==> src/rtl/mem_arb_pkg.sv <==
// Shared types for the unified memory arbiter: FSM state encoding and port-owner identifiers.
package mem_arb_pkg;

    typedef enum logic [1:0] {
        ST_IDLE = 2'd0,
        ST_BUSY = 2'd1,
        ST_DONE = 2'd2
    } arb_state_t;

    localparam logic OWNER_CPU = 1'b0;
    localparam logic OWNER_DMA = 1'b1;

endpackage

==> src/rtl/sat_counter.sv <==
// Up-counter with synchronous clear that saturates at MAX; term flags the saturated value.
module sat_counter #(
    parameter int W   = 4,
    parameter int MAX = 4
) (
    input  logic         clk,
    input  logic         reset,
    input  logic         clear,
    input  logic         inc,
    output logic [W-1:0] count,
    output logic         term
);

    localparam logic [W-1:0] MAX_V = W'(MAX);

    assign term = (count == MAX_V);

    always_ff @(posedge clk or negedge reset) begin
        if (!reset) begin
            count <= '0;
        end else if (clear) begin
            count <= '0;
        end else if (inc && !term) begin
            count <= count + W'(1);
        end
    end

endmodule

==> src/rtl/unified_mem_arbiter.sv <==
// Arbitrates the single unified memory between the core (CPU) and the DMA/debug port,
// with a DMA starvation guard and a memory-latency watchdog.
//
//  state | meaning
//  IDLE  | no access in flight; arbitrate any pending request
//  BUSY  | latched access presented to memory until mem_ready or watchdog expiry
//  DONE  | one-cycle done pulse to the owner with registered rdata/err
module unified_mem_arbiter
    import mem_arb_pkg::*;
#(
    parameter int AW           = 32,
    parameter int DW           = 32,
    parameter int STARVE_LIMIT = 4,
    parameter int TIMEOUT      = 15
) (
    input  logic          clk,
    input  logic          reset,
    input  logic          cpu_req,
    input  logic          cpu_we,
    input  logic [AW-1:0] cpu_addr,
    input  logic [DW-1:0] cpu_wdata,
    output logic          cpu_gnt,
    output logic          cpu_done,
    output logic [DW-1:0] cpu_rdata,
    output logic          cpu_err,
    input  logic          dma_req,
    input  logic          dma_we,
    input  logic [AW-1:0] dma_addr,
    input  logic [DW-1:0] dma_wdata,
    output logic          dma_gnt,
    output logic          dma_done,
    output logic [DW-1:0] dma_rdata,
    output logic          dma_err,
    output logic          mem_req,
    output logic          mem_we,
    output logic [AW-1:0] mem_addr,
    output logic [DW-1:0] mem_wdata,
    input  logic          mem_ready,
    input  logic [DW-1:0] mem_rdata
);

    localparam logic [3:0] STARVE_MAX = 4'(STARVE_LIMIT);

    arb_state_t    state, state_next;
    logic          owner;
    logic          we_q;
    logic [AW-1:0] addr_q;
    logic [DW-1:0] wdata_q;
    logic [DW-1:0] rdata_q;
    logic          err_q;

    logic          start, contested, win_dma;
    logic          busy, done;
    logic [3:0]    starve_cnt;
    logic          starve_term;
    logic [7:0]    wd_cnt;
    logic          wd_term;

    assign busy      = (state == ST_BUSY);
    assign done      = (state == ST_DONE);
    assign contested = cpu_req && dma_req;
    assign win_dma   = dma_req && (!cpu_req || (starve_cnt == STARVE_MAX));

    always_comb begin
        state_next = state;
        start      = 1'b0;
        case (state)
            ST_IDLE: begin
                if (cpu_req || dma_req) begin
                    state_next = ST_BUSY;
                    start      = 1'b1;
                end
            end
            ST_BUSY: begin
                if (mem_ready || wd_term) begin
                    state_next = ST_DONE;
                end
            end
            ST_DONE: state_next = ST_IDLE;
            default: state_next = ST_IDLE;
        endcase
    end

    sat_counter #(.W(4), .MAX(STARVE_LIMIT)) u_starve_cnt (
        .clk   (clk),
        .reset (reset),
        .clear (start && win_dma),
        .inc   (start && contested && !starve_term),
        .count (starve_cnt),
        .term  (starve_term)
    );

    // Terminal count marks the last BUSY cycle the watchdog allows.
    sat_counter #(.W(8), .MAX(TIMEOUT - 1)) u_wd_cnt (
        .clk   (clk),
        .reset (reset),
        .clear (!busy),
        .inc   (busy),
        .count (wd_cnt),
        .term  (wd_term)
    );

    always_ff @(posedge clk or negedge reset) begin
        if (!reset) begin
            state   <= ST_IDLE;
            owner   <= OWNER_CPU;
            we_q    <= 1'b0;
            addr_q  <= '0;
            wdata_q <= '0;
            rdata_q <= '0;
            err_q   <= 1'b0;
        end else begin
            state <= state_next;
            if (start) begin
                owner   <= win_dma ? OWNER_DMA : OWNER_CPU;
                we_q    <= win_dma ? dma_we    : cpu_we;
                addr_q  <= win_dma ? dma_addr  : cpu_addr;
                wdata_q <= win_dma ? dma_wdata : cpu_wdata;
            end
            // mem_ready takes precedence over a simultaneous watchdog expiry.
            if (busy && mem_ready) begin
                rdata_q <= we_q ? '0 : mem_rdata;
                err_q   <= 1'b0;
            end else if (busy && wd_term) begin
                rdata_q <= '0;
                err_q   <= 1'b1;
            end
        end
    end

    assign cpu_gnt   = busy && (wd_cnt == 8'd0) && (owner == OWNER_CPU);
    assign dma_gnt   = busy && (wd_cnt == 8'd0) && (owner == OWNER_DMA);
    assign cpu_done  = done && (owner == OWNER_CPU);
    assign dma_done  = done && (owner == OWNER_DMA);
    assign cpu_rdata = cpu_done ? rdata_q : '0;
    assign dma_rdata = dma_done ? rdata_q : '0;
    assign cpu_err   = cpu_done && err_q;
    assign dma_err   = dma_done && err_q;

    assign mem_req   = busy;
    assign mem_we    = busy && we_q;
    assign mem_addr  = busy ? addr_q  : '0;
    assign mem_wdata = busy ? wdata_q : '0;

endmodule

==> config.mk <==
export PLATFORM = sky130hd
export DESIGN_NAME = unified_mem_arbiter
export DESIGN_NICKNAME = d
export VERILOG_FILES = /design/src/rtl/mem_arb_pkg.sv /design/src/rtl/sat_counter.sv /design/src/rtl/unified_mem_arbiter.sv
export SDC_FILE = /design/constraint.sdc
export NUM_CORES = 1
export LEC_CHECK = 0
export ABC_AREA = 1
export CAP_MARGIN = 40
export CORE_UTILIZATION = 36
export CTS_CLUSTER_DIAMETER = 100
export DETAILED_ROUTE_END_ITERATION = 8
export GPL_TIMING_DRIVEN = 0
export PLACE_DENSITY_LB_ADDON = 0.08
export SLEW_MARGIN = 30
export SYNTH_ARGS = -nofsm -noshare
export SYNTH_HDL_FRONTEND = slang
export SYNTH_SLANG_ARGS = --single-unit
export TNS_END_PERCENT = 50
==> constraint.sdc <==
create_clock -name clk -period 2.5 [get_ports clk]
set_input_delay 0.25 -clock clk [delete_from_list [all_inputs] [get_ports clk]]
set_output_delay 0.25 -clock clk [all_outputs]
set_load 0.01 [all_outputs]
==> results by group <==
Status
  • Status: finished clean

Floorplanning
  • Full die area: 19500 sq um
  • Initial Util: a little under two fifths
  • I/O pins: roughly 300
  • Chip Width: about 140 um
  • Site Rows: 49
  • Chip height: ~140 um
  • CORE AREA: about 18000 sq um

Final layout
  • Antenna cells: 0
  • Register area: 2830 sq um
  • Area occupied by multi-input gates: approximately 2800 sq um
  • Filler cell count: 1813
  • Layout cells sized above 1: about 7.5%
  • Final Util: 59.4%
  • Fin nets: 1545
  • P&R area growth vs syn: 59.0%

Worst setup path
  • WP data required: about 2300 ps
  • R2R depth: 10
  • Setup Crit Path Kind: register to primary output
  • Slowest-stage cell, CP: clkdlybuf4s50_1
  • CP max FO: 10
  • Top delay family on crit path: buffers and inverters
  • Startpoint types: register
  • Critical path capture point type: primary output
  • Peak per-stage delay on the critical path: ~560 ps
  • R2R Path Start: u_starve_cnt.count[0]
  • Crit. path cell count: 6
  • Worst path cell trace: inv_1, nor3_4, inv_2, buf_2, nor2_2, clkdlybuf4s50_1
  • Worst Path Arrival: approximately 2200 ps
  • Setup crit start: owner
  • Crit path buf inv count: 4

Clock network
  • Reg clk slew, reported paths: 50 ps
  • CTS tree: done
  • CTS buffer count: 17
  • Buffer levels on the longest clock path: 2
  • Clock Latency Late Sink: 420 ps
  • CTS root buffer: clkbuf_16
  • CTS sink count: around 110
  • CTS H-tree depth: 4

Timing
  • Layout Skew: 13.0 ps
  • TNS Setup: 0 ps
  • Fmax: approximately 420 MHz
  • RSZ-0062 raised after global routing: false
  • Rel. slew slack: between 60% and 70%
  • Tcrit/Tclk final: between 90% and 100%
  • Worst slew pin tran: about 520 ps
  • Min Hold Slack: 343 ps
  • Slew Limit Fails: 0
  • # setup viols final: 0
  • Post-layout minimum cycle time: 2400 ps
  • Final Hold Violating Endpoints: 0

Logic synthesis
  • Main synth FF type: dfrtp_1
  • Async SR Flop Fraction: 100%
  • Synth Instances: 1049
  • Ys Warns: 0
  • Register area share after synthesis: 41.5%
  • Cell Area, Synth: approximately 6800 sq um
  • Synth Net Count: 1221
  • Yosys cell types: 28
  • Leading area contributor after synthesis: dfrtp_1
  • Post-synth top area share: between 40% and 50%
  • Top post-synthesis cells by count: 278 x nand2_1, 247 x inv_1, 168 x nand3_1
  • Most frequent cell after synthesis: nand2_1
  • Mean Syn Cell Area: ~6.5 sq um
  • Flops & latches, synth: 113
  • Area contributors post-synth: dfrtp_1 41%, nand2_1 15%, inv_1 14%
  • Post-synth EDFFs: 0

GRT
  • Initial antenna violation count: 0
  • Vias in the first global route: between 6000 and 7000
  • First-pass GRT wire length: between 30000 and 40000 um
  • GRT overflow: 0
  • Largest net degree at the start of global routing: 65
  • GRT Overall Usage: between 20 and 25%

Detailed routing
  • Iter 0 DRT Violations: 258
  • DR vias: approximately 7000
  • Post-DRT Antenna Nets: 0
  • WL/cell: 13.3 um
  • Drt drc: 0
  • Vias per inst: ~4.4
  • DRT Pass-1 Iters: 4
  • Drt total wl: ~22000 um

Power and ir drop
  • LEAKAGE: 0.00599 uW
  • Pwr per Cell Area: about 950 nW/um^2
  • Worst VDD drop: roughly 0.51 mV

Placed design
  • Gp weighted congestion: 0.807
  • Detailed Place HPWL: ~16000 um
  • Port Buffers: between 300 and 400

Run
  • Max Cap Viol: 0

Hold path
  • Worst Hold Class: primary input to async pin
[cell type report]
cell class / count / share of cell area, %
repair buffers: 305 / 28.4
flip-flops and latches: 113 / 26.1
multi-input cells: 628 / 25.4
inverters: 250 / 8.65
clock buffers: 22 / 4.28
plain buffers: 58 / 3.14
well taps: 229 / 2.64
clock inverters: 10 / 1.45
[metal layers]
metal,global-route usage [%],wire length (um),share of wire [%],up-vias
li1,-,-,-,3719
met1,28.3,9190,43,3169
met2,38.6,10400,48,242
met3,6.16,1560,7.2,27
met4,8.33,422,2.0,0
met5,0,0,0,-
[per-stage QoR]
step	instance area [sq um]	setup slack (ps)	cells	power [uW]
after floorplan	6820	957	1049	5700
after global placement	10100	-3580	1580	7790
after detailed placement	10200	205	1581	7860
after CTS	10800	-73.4	1614	10400
after global routing	10800	3.79	1615	11100
final	10800	98.8	1615	10300
[flip-flops by register name, indices dropped and copies added, names as in the netlist]
register            count
err_q                   1
u_starve_cnt.count      4
owner                   1
wdata_q                32
we_q                    1
rdata_q                32
state                   2
addr_q                 32
u_wd_cnt.count          8
[power breakdown]
| group | internal [uW] | switching [uW] | total [uW] |
|---|---|---|---|
| Sequential | 2670 | 487 | 3160 |
| Clock | 1710 | 867 | 2580 |
| Combinational | 2000 | 2580 | 4580 |
| Total | 6390 | 3930 | 10300 |
[timing repair]
action,4_1_cts,5_1_grt
setup endpoints to repair,65,80
setup buffers,0,1
gates resized for setup,28,34
hold endpoints to repair,49,0
cloned,0,0
hold buffers,1,0
pin swaps,0,2
[worst paths after layout]
path | to | slack [ps]
worst min-delay path | rdata_q[27] | 340
max in group asynchronous | addr_q[18] | 1510
min in group clk | rdata_q[1] | 370
worst max-delay path | dma_rdata[1] | 100
worst max register to register | wdata_q[21] | 830
worst min register to register | wdata_q[6] | 470
[cell families (layout without fill, tap and decap cells)]
family | Yosys count | in the layout | synth area share (%)
flops | 113 | 113 | 41.5
simple gates | 606 | 606 | 37.6
xor+xnor | 1 | 1 | 0.128
compound gates | 16 | 16 | 1.30
buf+inv | 308 | 645 | 18.6
fa+ha+maj | 5 | 5 | 0.917
[placed cells by master (no fill, tap or decap), types with 4 or more instances in the layout]
| cell | n |
|---|---|
| buf_2 | 34 |
| nor2_1 | 141 |
| inv_2 | 5 |
| nand3_1 | 168 |
| dlymetal6s2s_1 | 13 |
| inv_1 | 245 |
| clkbuf_1 | 10 |
| o21ai_0 | 11 |
| nand3_2 | 4 |
| bufinv_16 | 4 |
| clkbuf_16 | 17 |
| nand2_1 | 278 |
| buf_4 | 8 |
| dfrtp_1 | 111 |
| clkdlybuf4s50_1 | 265 |
| ha_1 | 5 |
| dlygate4sd2_1 | 23 |
No activity file was read; power rests on OpenSTA's default activity.
